`src/rtl/resp_chk_pkg.sv`:
```
// resp_chk_pkg: shared widths, FSM state type and MISR constants for resp_capture_checker
package resp_chk_pkg;
  localparam int PAT_W_DEF = 4;
  localparam int NUM_PAT_DEF = 16;
  localparam logic [7:0] MISR_POLY = 8'h1D;
  localparam logic [7:0] MISR_SEED = 8'hFF;
  typedef enum logic [1:0] {S_IDLE, S_RUN, S_REPORT} state_t;
endpackage

```
`src/rtl/resp_misr.sv`:
```
// resp_misr: 8-bit Galois MISR (x^8+x^4+x^3+x^2+1) with seed load and fold enable
module resp_misr
  import resp_chk_pkg::*;
#(
  parameter int DW = 5
) (
  input  logic          CK,
  input  logic          reset,
  input  logic          i_seed,
  input  logic          i_en,
  input  logic [DW-1:0] i_data,
  output logic [7:0]    o_sig
);
  logic [7:0] r_sig;
  always_ff @(posedge CK)
    if (reset || i_seed) r_sig <= MISR_SEED;
    else if (i_en) r_sig <= {r_sig[6:0], 1'b0} ^ (r_sig[7] ? MISR_POLY : 8'h00) ^ 8'(i_data);
  assign o_sig = r_sig;
endmodule

```
`config.mk`:
```
export PLATFORM = sky130hd
export DESIGN_NAME = resp_misr
export DESIGN_NICKNAME = d
export VERILOG_FILES = /design/src/rtl/resp_chk_pkg.sv /design/src/rtl/resp_misr.sv
export SDC_FILE = /design/constraint.sdc
export NUM_CORES = 1
export LEC_CHECK = 0
export CAP_MARGIN = 20
export CELL_PAD_IN_SITES_DETAIL_PLACEMENT = 1
export CELL_PAD_IN_SITES_GLOBAL_PLACEMENT = 2
export CORE_UTILIZATION = 22
export DETAILED_ROUTE_END_ITERATION = 6
export HOLD_SLACK_MARGIN = 0.15
export PLACE_DENSITY = 0.76
export SLEW_MARGIN = 10
export SYNTH_ARGS = -nofsm -noshare
export SYNTH_HDL_FRONTEND = slang
export SYNTH_SLANG_ARGS = --single-unit
export TNS_END_PERCENT = 20
```
`constraint.sdc`:
```
create_clock -name CK -period 1.69 [get_ports CK]
set_clock_uncertainty 0.2 [all_clocks]
set_input_delay 0.2535 -clock CK [delete_from_list [all_inputs] [get_ports CK]]
set_output_delay 0.2535 -clock CK [all_outputs]
set_load 0.01 [all_outputs]
```
==> summary.md <==
| Metric | Value |
|---|---|
| Status | finished clean |
| Post-synth top area share | between 40% and 50% |
| Crit path DAT | between 1 and 1.5 ns |
| CTS Buf Count | 3 |
| Pwr Total | approximately 0.00041 W |
| Core area | 1540 um^2 |
| Starting Density | 23.9% |
| Synth area leader | dfxtp_1 |
| Post-Place Setup Slack | around 0.11 ns |
| Largest net degree at the start of global routing | 10 |
| Sw Ratio | between 20% and 30% |
| Worst-case reg-to-reg path depth | 2 |
| Clock group share of total power | a little over a third |
| PwrDens | about 710 nW/um^2 |
| # setup viols final | 0 |
| Gate power share | about 16% |
| First DRT Iteration DRCs | 1 |
| WP data required | roughly 1.2 ns |
| Gpl congestion | about 0.69 |
| Critical Path Source Type | flip-flop |
| First-pass GRT wire length | between 1000 and 1500 um |
| Final Critical Period | 1.63 ns |
| Die height | approximately 43 um |
| Share of layout cells above drive strength 1 | 9.80% |
| Row cnt | 14 |
| H-tree depth | 1 |
| WL/cell | ~12 um |
| Routed WL | roughly 810 um |
| Synth top area cells | dfxtp_1 (44%), xnor3_1 (18%), o211ai_1 (10%) |
| Syn Inst Count | 32 |
| Area growth from synthesis to layout | 56.8% |
| Num Clock Sinks | 8 |
| Syn_nets | 41 |
| Root Driver | clkbuf_4 |
| Reg2Reg Launch Point | o_sig[7]$_SDFFE_PP1P_ |
| Final hold viol count | 0 |
| Int Power | 0.000320 W |
| Worst Setup End Kind | primary output |
| Critical path's largest stage delay | roughly 0.55 ns |
| Via count | between 200 and 300 |
| Peak VDD IR | roughly 0.35 mV |
| Max-cap violations | 0 |
| RSZ-0062 raised after global routing | false |
| Worst-skew pair later-pin latency | around 0.25 ns |
| CP Cell Sequence | clkdlybuf4s50_1 |
| Flop2flop setup slack | ~0.46 ns |
| Worst hold path depth | 2 |
| WHS Endpoint | o_sig[7]$_SDFFE_PP1P_ |
| DRC viols | 0 |
| Boundary Pins | 17 |
| Vias in the first global route | ~300 |
| Capture point of the worst reg-to-reg path | o_sig[4]$_SDFFE_PP1P_ |
| Period utilization | between 90% and 100% |
| Slew Limit Fails | 0 |
| Sequential share of power | 48.9% |
| # fillers | 178 |
| PnR worst setup slack | around 0.059 ns |
| Routed vias/inst | 4.39 |
| Nets@finish | just over 60 |
| Final Hold Slack | ~0.31 ns |
| Die X | ~43 um |
| Seq/Total Area, Yosys | 43.5% |
| Netlist cell types | 10 |
| Final ANT Viol Nets | 0 |
| CP delay by family, top | buffers and inverters |
| Post-synthesis cell area | between 300 and 400 um^2 |
| Worst relative slew slack | 77.1% |
| Hpwl dp | between 600 and 700 um |
| Reg area | between 150 and 200 um^2 |
| Leakage | 0.258 nW |
| First-pass detailed-route iteration total | 2 |
| Yosys warning count | 0 |
| Hold path start | o_sig[6]$_SDFFE_PP1P_ |
| Worst hold path type | reg -> reg |
| Synthesized flop and latch total | 8 |
| Critical Path Start | o_sig[2]$_SDFFE_PP1P_ |
| Syn Area/Cell | around 11 um^2 |
| IO Port Bufs | 16 |
| Worst path bufs/invs | 1 |
| Area occupied by multi-input gates | around 200 um^2 |
| N_diodes | 0 |
| Slowest-stage cell, CP | clkdlybuf4s50_1 |
| Setup TNS | 0 ns |
| CTS tree | yes |
| Worst-margin pin slew | about 0.34 ns |
| CP Class | reg -> out |
| Post-CTS setup buffer count | 0 |
| Gr usage total | between 10% and 20% |
| Longest Clk Path Bufs | 2 |
| Die area | approximately 1800 um^2 |
| Psw | just under 0.00009 W |
| Max Clk Rate | 0.613 GHz |
| Worst-path clk slew | about 0.060 ns |
| Largest register FFs | 8 |
| GRT overflow | 0 |
| Critical Path Fanout Max | 3 |
| Initial antenna violation count | 0 |
layout make-up:
| type | instances | share of cell area [%] |
|---|---|---|
| timing repair buffer | 17 | 29.5 |
| clock buffer | 3 | 3.90 |
| tap | 16 | 3.47 |
| sequential | 8 | 28.0 |
| inverter | 1 | 0.651 |
| multi-input combinational | 22 | 34.5 |
placed cells by master, fill, tap and decap left out, drive strengths merged:
| master | Yosys | routed |
|---|---|---|
| dfxtp | 8 | 8 |
| xnor2 | 2 | 2 |
| nand2 | 3 | 3 |
| dlymetal6s2s | 0 | 1 |
| mux2i | 3 | 3 |
| xnor3 | 3 | 3 |
| o211ai | 5 | 5 |
| clkbuf | 0 | 3 |
| buf | 1 | 1 |
| nor2 | 1 | 1 |
| clkdlybuf4s50 | 0 | 15 |
| nand2b | 5 | 5 |
| inv | 1 | 1 |
power by group through the flow:
stage               clock, W  combinational, W  sequential, W
detailed placement         0         0.0000679       0.000204
floorplan                  0         0.0000286       0.000206
finish              0.000142         0.0000672       0.000200
CTS                 0.000153         0.0000682       0.000200
global route        0.000162         0.0000724       0.000201
global placement           0         0.0000672       0.000204
what timing repair did:
| item | in CTS | in global routing |
|---|---|---|
| gates resized for setup | 1 | 1 |
| hold buffers | 0 | 0 |
| setup endpoints to repair | 1 | 1 |
worst reg2reg max path, stage by stage (launching register included):
cell	delay (ns)
dfxtp_2	0.39
xnor3_1	0.41
o211ai_1	0.15
per-layer routing:
layer	up-vias	global-route usage, %	wire [um]
met4	0	3.75	0
met3	0	6.38	68
met2	11	15.5	387
li1	150	-	-
met5	-	0	0
met1	133	11.0	355
synthesized netlist by cell type:
cell	number
inv_1	1
xnor2_1	2
o211ai_1	5
nand2b_1	5
dfxtp_1	8
mux2i_1	3
buf_2	1
nand2_1	3
nor2_1	1
xnor3_1	3
worst max path at each step:
| stage | cells after the start | to | slack (ns) |
|---|---|---|---|
| detailed placement | 3 | o_sig[0]$_SDFFE_PP1P_ | 0.11 |
| CTS | 1 | o_sig[7] | 0.02 |
| floorplan | 2 | o_sig[2]$_SDFFE_PP1P_ | 0.42 |
| global placement | 3 | o_sig[4]$_SDFFE_PP1P_ | 0.11 |
| global route | 1 | o_sig[0] | 0.004 |
| finish | 1 | o_sig[2] | 0.06 |
kinds of logic after synthesis:
logic type | synth area share [%]
and+or+nand+nor | 12.6
DFF | 43.5
muxes | 8.16
AOI/OAI and AO/OA | 10.2
buffers and inverters | 2.38
xor gates and xnor gates | 23.1
stage by stage:
| step | cells | utilization, % | instance area, um^2 |
|---|---|---|---|
| after global placement | 64 | 35.7 | 551 |
| after floorplan | 32 | - | 368 |
| after global routing | 67 | 37.4 | 577 |
| after detailed placement | 64 | 35.7 | 551 |
| after CTS | 67 | 37.3 | 574 |
| final | 67 | 37.4 | 577 |
(Power assumes the default switching activity.)
